--- src/rtl/char_buf_pkg.sv ---
// Shared types and constants for the character-buffer arbiter.
// No logic; constants, the clear-state enum and an address range helper.
// Optional buffer clear is enabled in the top by CHAR_BUF_ARB_CLEAR_EN.
package char_buf_pkg;

    localparam int         ADDR_W_DEFAULT = 12;
    localparam int         DEPTH_DEFAULT  = 2400;   // 80 columns x 30 rows
    localparam logic [7:0] BLANK_CHAR     = 8'h20;  // ASCII space

    typedef logic [ADDR_W_DEFAULT-1:0] char_addr_t;

    typedef enum logic {
        CLR_IDLE  = 1'b0,
        CLR_CLEAR = 1'b1
    } clr_state_t;

    // True when an address names a real character cell.
    function automatic logic addr_in_range(input int unsigned addr, input int unsigned depth);
        return addr < depth;
    endfunction

endpackage

--- src/rtl/char_buf_arb_rr_arb2.sv ---
// Two-way round-robin selector between the two buffer writers.
// Combinational grant; the last-grant pointer updates on the clock edge.
// The grant is only a selection; the pointer moves only when upd reports a completed transfer.
module rr_arb2 (
    input  logic       clk,
    input  logic       rst,
    input  logic [1:0] req,
    input  logic       upd,
    output logic [1:0] gnt
);

    // 1 means requester 1 won most recently; reset to 1 so requester 0 wins first.
    logic last_q;

    // Lone requester wins outright; on contention the one not granted last wins.
    always_comb begin
        gnt = 2'b00;
        case (req)
            2'b01:   gnt = 2'b01;
            2'b10:   gnt = 2'b10;
            2'b11:   gnt = last_q ? 2'b01 : 2'b10;
            default: gnt = 2'b00;
        endcase
    end

    // Remember the winner of the most recent completed transfer.
    always_ff @(posedge clk) begin
        if (rst) begin
            last_q <= 1'b1;
        end else if (upd && (gnt != 2'b00)) begin
            last_q <= gnt[1];
        end
    end

endmodule

--- src/rtl/char_buf_arb.sv ---
// Single-port character RAM arbiter: scanout > clear > round-robin writers (clear under CHAR_BUF_ARB_CLEAR_EN).
// Grants are combinational in the request cycle; scanout data returns one cycle after scan_req.
// Writers see rdy=0 while scanout or clear owns the RAM; out-of-range writes handshake but are dropped.
module char_buf_arb
    import char_buf_pkg::*;
#(
    parameter int ADDR_W = 12,
    parameter int DATA_W = 8,
    parameter int DEPTH  = DEPTH_DEFAULT
) (
    input  logic              clk,
    input  logic              rst,
    // scanout read port
    input  logic              scan_req,
    input  logic [ADDR_W-1:0] scan_addr,
    output logic              scan_vld,
    output logic [DATA_W-1:0] scan_data,
    // writer 0
    input  logic              wr0_val,
    output logic              wr0_rdy,
    input  logic [ADDR_W-1:0] wr0_addr,
    input  logic [DATA_W-1:0] wr0_data,
    // writer 1
    input  logic              wr1_val,
    output logic              wr1_rdy,
    input  logic [ADDR_W-1:0] wr1_addr,
    input  logic [DATA_W-1:0] wr1_data,
    // buffer clear control
    input  logic              clr_start,
    output logic              clr_busy,
    // RAM port
    output logic              mem_en,
    output logic              mem_we,
    output logic [ADDR_W-1:0] mem_addr,
    output logic [DATA_W-1:0] mem_wdata,
    input  logic [DATA_W-1:0] mem_rdata
);

    logic              clearing;     // clear sequence owns every non-scan slot
    logic [ADDR_W-1:0] clr_addr_w;   // next cell to blank
    logic              scan_vld_q;
    logic              wr_allow;
    logic [1:0]        wr_req;
    logic [1:0]        wr_gnt;
    logic              wr_done;
    logic              clr_go;

`ifdef CHAR_BUF_ARB_CLEAR_EN
    localparam char_addr_t CLR_LAST = char_addr_t'(DEPTH - 1);

    clr_state_t state_q, state_d;
    char_addr_t clr_cnt_q;

    // Clear state register; reset aborts a clear in progress.
    always_ff @(posedge clk) begin
        if (rst) begin
            state_q <= CLR_IDLE;
        end else begin
            state_q <= state_d;
        end
    end

    // Start on a pulse from IDLE; leave once the last cell has actually been written.
    always_comb begin
        state_d = state_q;
        case (state_q)
            CLR_IDLE:  if (clr_start) state_d = CLR_CLEAR;
            CLR_CLEAR: if (!scan_req && (clr_cnt_q == CLR_LAST)) state_d = CLR_IDLE;
            default:   state_d = CLR_IDLE;
        endcase
    end

    // Clear address: restarts from 0 while idle, advances only on slots scanout left free.
    always_ff @(posedge clk) begin
        if (rst || (state_q == CLR_IDLE)) begin
            clr_cnt_q <= '0;
        end else if (!scan_req) begin
            clr_cnt_q <= clr_cnt_q + 1'b1;
        end
    end

    assign clearing   = (state_q == CLR_CLEAR);
    assign clr_addr_w = ADDR_W'(clr_cnt_q);
`else
    logic unused_clr_start;
    assign unused_clr_start = clr_start;
    assign clearing         = 1'b0;
    assign clr_addr_w       = '0;
`endif

    // Writers compete only for slots that neither scanout nor clear claims.
    always_comb begin
        wr_allow = !rst && !scan_req && !clearing;
        wr_req   = {wr1_val, wr0_val} & {2{wr_allow}};
        clr_go   = !rst && !scan_req && clearing;
        wr_done  = (wr0_val && wr0_rdy) || (wr1_val && wr1_rdy);
    end

    rr_arb2 u_rr (
        .clk (clk),
        .rst (rst),
        .req (wr_req),
        .upd (wr_done),
        .gnt (wr_gnt)
    );

    assign wr0_rdy = wr_gnt[0];
    assign wr1_rdy = wr_gnt[1];

    // RAM port mux: at most one owner per cycle, idle port when nobody is granted.
    always_comb begin
        mem_en    = 1'b0;
        mem_we    = 1'b0;
        mem_addr  = '0;
        mem_wdata = '0;
        if (!rst && scan_req) begin
            mem_en   = 1'b1;
            mem_addr = scan_addr;
        end else if (clr_go) begin
            if (addr_in_range(32'(clr_addr_w), DEPTH)) begin
                mem_en    = 1'b1;
                mem_we    = 1'b1;
                mem_addr  = clr_addr_w;
                mem_wdata = DATA_W'(BLANK_CHAR);
            end
        end else if (wr_gnt[0]) begin
            if (addr_in_range(32'(wr0_addr), DEPTH)) begin
                mem_en    = 1'b1;
                mem_we    = 1'b1;
                mem_addr  = wr0_addr;
                mem_wdata = wr0_data;
            end
        end else if (wr_gnt[1]) begin
            if (addr_in_range(32'(wr1_addr), DEPTH)) begin
                mem_en    = 1'b1;
                mem_we    = 1'b1;
                mem_addr  = wr1_addr;
                mem_wdata = wr1_data;
            end
        end
    end

    // Scanout response valid tracks the RAM's one-cycle read latency.
    always_ff @(posedge clk) begin
        if (rst) begin
            scan_vld_q <= 1'b0;
        end else begin
            scan_vld_q <= scan_req;
        end
    end

    assign scan_vld  = scan_vld_q && !rst;
    assign scan_data = mem_rdata;
    assign clr_busy  = clearing && !rst;

endmodule

--- config.mk ---
export PLATFORM = sky130hd
export DESIGN_NAME = char_buf_arb
export DESIGN_NICKNAME = d
export VERILOG_FILES = /design/src/rtl/char_buf_pkg.sv /design/src/rtl/char_buf_arb_rr_arb2.sv /design/src/rtl/char_buf_arb.sv
export SDC_FILE = /design/constraint.sdc
export NUM_CORES = 1
export LEC_CHECK = 0
export ABC_CLOCK_PERIOD_IN_PS = 2800
export CAP_MARGIN = 10
export CORE_MARGIN = 4
export CORE_UTILIZATION = 24
export CTS_BUF_LIST = sky130_fd_sc_hd__clkbuf_16
export DETAILED_ROUTE_END_ITERATION = 10
export GPL_TIMING_DRIVEN = 0
export PLACE_DENSITY = 0.87
export SLEW_MARGIN = 25
export SYNTH_ARGS = -nofsm -noshare
export SYNTH_HDL_FRONTEND = slang
export SYNTH_SLANG_ARGS = --single-unit
export TNS_END_PERCENT = 30
--- constraint.sdc ---
create_clock -name clk -period 2.8 [get_ports clk]
set_input_delay 0.28 -clock clk [delete_from_list [all_inputs] [get_ports clk]]
set_output_delay 0.28 -clock clk [all_outputs]
set_load 0.02 [all_outputs]
# ---- Word level (Yosys, flattened, before mapping)
# Index checks and enable logic that the tools add are counted.
dict set report totals {
  regBits 2
  output_inout_bits 34
  wordCells 36
  inputBits 66
}
dict set report op_classes {
  order_cmp 2
  muxes 18
  n_eq_ne 3
  reduce_logical 10
  n_bitwise 1
}
# op count
set op_table {}
lappend op_table {{$mux 12} 5}
lappend op_table {{$mux 8} 5}
lappend op_table {{$lt 12x12->1 const B} 2}
lappend op_table {{$logic_and 1x1->1} 6}
lappend op_table {{$mux 1} 6}
lappend op_table {{$pmux 2 s3} 1}
lappend op_table {{$eq 2x2->1 const B} 2}
lappend op_table {{$and 2x2->2} 1}
lappend op_table {{$eq 2x1->1 const B} 1}
lappend op_table {{$logic_not 1->1} 2}
lappend op_table {{$mux 2} 1}
lappend op_table {{$reduce_bool 2->1} 1}
lappend op_table {{$logic_or 1x1->1} 1}

# ---- Depth between registers and ports, before layout
dict set report depth {
  depth_word 8
  ltp_mapped 6
  ltp_nobuf 5
}

# ---- Modules after synthesis
# A second synthesis with hierarchy kept.
dict set report unflattened {
  hier_cells 92
  area_unflattened_um2 708.2
}
# mod cells_per_inst n_inst seq_area_each_um2 area_per_inst_um2
set modules_own_cells {}
lappend modules_own_cells {char_buf_arb 85 1 20.0 646.9}
lappend modules_own_cells {rr_arb2 7 1 20.0 61.3}

# ---- Worst setup path before layout
# No wires, ideal clock.
dict set report synth_path {
  path_kind {reg2out}
  from {reg u_rr.last_q}
  to {out mem_wdata[0]}
  stages_incl_launch_ff 7
  slack_ps 1192
  t_arrival_ps 1328
  n_path_buf 1
  required_ps 2520
  cell_sequence {dfxtp_1 > nand2b_4 > nand3_2 > inv_2 > buf_2 > nand2_1 > a21oi_1}
}
dict set report synth_via {
  elab_cells_between_ends 5
  cone_classes {mux: 5}
}
# element line_no
set synth_rtl {}
lappend synth_rtl {{start: declaration} char_buf_arb_rr_arb2.sv:13} ;# logic last_q;
lappend synth_rtl {{start signal: assignment} char_buf_arb_rr_arb2.sv:31} ;# last_q <= gnt[1];
lappend synth_rtl {{$mux 2} char_buf_arb_rr_arb2.sv:21} ;# 2'b11: gnt = last_q ? 2'b01 : 2'b10;
lappend synth_rtl {{$pmux 2 s3} char_buf_arb_rr_arb2.sv:18} ;# case (req)
lappend synth_rtl {{via wr0_rdy} char_buf_arb.sv:20} ;# output logic wr0_rdy,
lappend synth_rtl {{$mux 8} char_buf_arb.sv:126} ;# end else if (wr_gnt[0]) begin
lappend synth_rtl {{$mux 8} char_buf_arb.sv:116} ;# if (!rst && scan_req) begin
lappend synth_rtl {{end: declaration} char_buf_arb.sv:35} ;# output logic [DATA_W-1:0] mem_wdata,
# The timed path passes the listed nets, and every way through them passes these cells.

# ---- Worst setup path in the final report
dict set report layout_path {
  from {in scan_req}
  to {out mem_addr[4]}
}
dict set report layout_via {
  elab_chain_len 8
  elab_cells_between_ends 11
  cone_classes {eq/ne: 3; mux: 4; bitwise: 1; reduce/logical: 3}
}
# element line_no
set layout_rtl {}
lappend layout_rtl {{start: declaration} char_buf_arb.sv:14} ;# input logic scan_req,
lappend layout_rtl {{$logic_not 1->1} --}
lappend layout_rtl {{$logic_and 1x1->1} --}
lappend layout_rtl {{$and 2x2->2} char_buf_arb.sv:94} ;# wr_req = {wr1_val, wr0_val} & {2{wr_allow}};
lappend layout_rtl {{$eq 2x2->1 / $eq 2x1->1 (equally long branches)} char_buf_arb_rr_arb2.sv:18}
lappend layout_rtl {{$pmux 2 s3} char_buf_arb_rr_arb2.sv:18}
lappend layout_rtl {{$mux 12} char_buf_arb.sv:133} ;# end else if (wr_gnt[1]) begin
lappend layout_rtl {{$mux 12} char_buf_arb.sv:126}
lappend layout_rtl {{$mux 12 (*)} char_buf_arb.sv:116}
lappend layout_rtl {{end: declaration} char_buf_arb.sv:34} ;# output logic [ADDR_W-1:0] mem_addr,
# Every way passes the cells marked *; elsewhere a longest branch is shown, timed or not.

==> results.tsv <==
metric	value	unit
status	finished clean	
max cap viols	0	
Fin. Hold Viols	0	
minimum clock period	2703	ps
clock sink count	2	
register bit count reported by yosys	2	
row cnt	18	
Initial Util	24.97	%
Synth top area share	17.96	%
CTS tree	yes	
vias in the first global route	1076	
routability-driven placement congestion ratio	0.8421	
Die ar.	0.003427	mm²
setup TNS	0	ps
Die Width	58.54	µm
Fill cells	210	
mapped cell area	613.1	µm²
register area share after synthesis	6.531	%
ratio of cells with drive above 1 in the final layout	13.97	%
area growth from synthesis to layout	165.7	%
Synth cell types	29	
Max rail drop VDD	0.0004492	V
clk slew on worst S/H paths	30	ps
maximum buffer depth of the clock tree	2	
critical path data required time	2520	ps
drt wl/cell	14.91	µm
Final WS setup	96.95	ps
clock latency on the worst-skew pair	220	ps
cell area after layout	0.001629	mm²
vias per inst	4.890	
clock skew	0	ps
hpwl dp	2590	µm
yosys warns	0	
Final Hold Slack	502.3	ps
worst rel slew slack	66.03	%
final wirelength	3117	µm
Root Driver	clkbuf_16	
IO Pins	100	
initial antenna violation count	0	
Syn Inst Count	87	
syn_area_per_cell	7.047	µm²
diode count	0	
critical path capture point type	primary output	
post_cts resized	0	
total congestion overflow	0	
Cell Area, Placed	0.001541	mm²
global-route wire length before repair	4740	µm
Synthesized Nets	153	
drt first pass iters	4	
GRT Total Usage	17.48	%
CP Max Fanout	10	
EDFF count, synth	0	
WP data arrival	2420	ps
P per Cell Area	292.0	mW/mm²
number of nets with antenna violations after routing	0	
Leakage	0.7886	nW
input/output buffers	89	
most common flop cell mapped by yosys	dfxtp_1	
class of the worst hold path	register to register	
nets	247	
final setup violation count	0	
setup repair after global routing missed its margin	no	
# H-tree levels	1	
postcts setup bufs	0	
hold_buf cts	0	
Synth async-reset ratio	0	%
via count	1022	
leading area contributor after synthesis	a221o_1	
dpl ws	107.4	ps
power consumption	475.7	µW
largest net degree at the start of global routing	11	
Max Slew Vio Count	0	
1st-iter DRT viols	39	
die extent in y	58.54	µm
# DRC	0	
top-count cell post-synth	nand2_1	
Synth area leaders	a221o_1 (18%), and3_1 (11%), buf_4 (11%), nand2_1 (9.8%), dfxtp_1 (6.5%)	
Synth top cells by count	nand2_1 (16), a221o_1 (11), and3_1 (11)	
Startpoint Class	input port	
Core ar.	0.002455	mm²
Final Cycle Share	96.54	%
Least-Margin Pin Slew	509.5	ps
Setup CP Type	input port to primary output	
Num CTS Buffers	3	
FMAX	370.0	MHz
==> per-layer routing <==
layer  GRT usage [%]  vias to the layer above  wire [µm]
met5               0                        -          0
met4           6.623                        0         29
met3           5.044                        6        322
met2           31.90                       61       1601
met1           18.82                      455       1163
li1                -                      500          -
==> path summary, 6_finish.rpt <==
| path | startpoint | endpoint | slack, ps | cells after the start |
|---|---|---|---|---|
| worst max-delay path | scan_req | mem_addr[4] | 100 | 5 |
| worst min-delay path | u_rr.last_q$_SDFFE_PP1P_ | u_rr.last_q$_SDFFE_PP1P_ | 500 | 1 |
| worst max register to register | u_rr.last_q$_SDFFE_PP1P_ | u_rr.last_q$_SDFFE_PP1P_ | 1900 | 3 |
| worst min register to register | u_rr.last_q$_SDFFE_PP1P_ | u_rr.last_q$_SDFFE_PP1P_ | 500 | 1 |
==> critical path, cell delays in order <==
cell             delay, ps
clkdlybuf4s50_1        530
nor2b_1                330
clkbuf_1               450
a221o_1                230
clkdlybuf4s50_1        610
==> logic make-up (layout without fill, tap and decap cells) <==
| group | Yosys count | in the layout | share of synthesized area [%] |
|---|---|---|---|
| flip-flops | 2 | 2 | 6.531 |
| buffers and inverters | 16 | 108 | 17.14 |
| AO/OA/AOI/OAI | 26 | 26 | 35.72 |
| AND/OR/NAND/NOR | 42 | 42 | 40.00 |
| other | 1 | 1 | 0.6117 |
==> area by class of cell <==
type | instances | area, µm² | share of cell area, %
clock buffers | 3 | 75.07 | 4.608
multi-input cells | 69 | 467.9 | 28.73
inverters | 2 | 7.507 | 0.4608
repair buffers | 89 | 903.4 | 55.45
well taps | 30 | 37.54 | 2.304
flip-flops and latches | 2 | 40.04 | 2.458
plain buffers | 14 | 97.59 | 5.991
==> cells in the final DEF, fill, tap and decap left out, drive strengths merged, types with 2 or more instances in the layout <==
master and count:
inv 2, and2 2, buf 13, a221o 11, clkbuf 4, and3 12
nand2b 3, a211o 3, a21oi 7, o21ai 2, nand2 16, nor2 3
clkdlybuf4s50 84, dlymetal6s2s 5, dfxtp 2, nor3b 2
==> registers in the layout (all words and copies together) (netlist names) <==
signal,cells
scan_vld_q,1
u_rr.last_q,1
==> where the power goes <==
group          internal [mW]  total (mW)  leakage (nW)  switching [mW]
registers             0.0306      0.0315        0.0166        0.000923
logic                  0.140       0.229         0.735          0.0881
clock network          0.182       0.216        0.0370          0.0339
==> per-stage QoR <==
| step | util, % | cells |
|---|---|---|
| after floorplan | - | 87 |
| after global placement | 62.79 | 206 |
| after detailed placement | 62.79 | 206 |
| after CTS | 65.85 | 209 |
| after global routing | 66.36 | 209 |
| final | 66.36 | 209 |
Power figures use the tool's default switching activity.
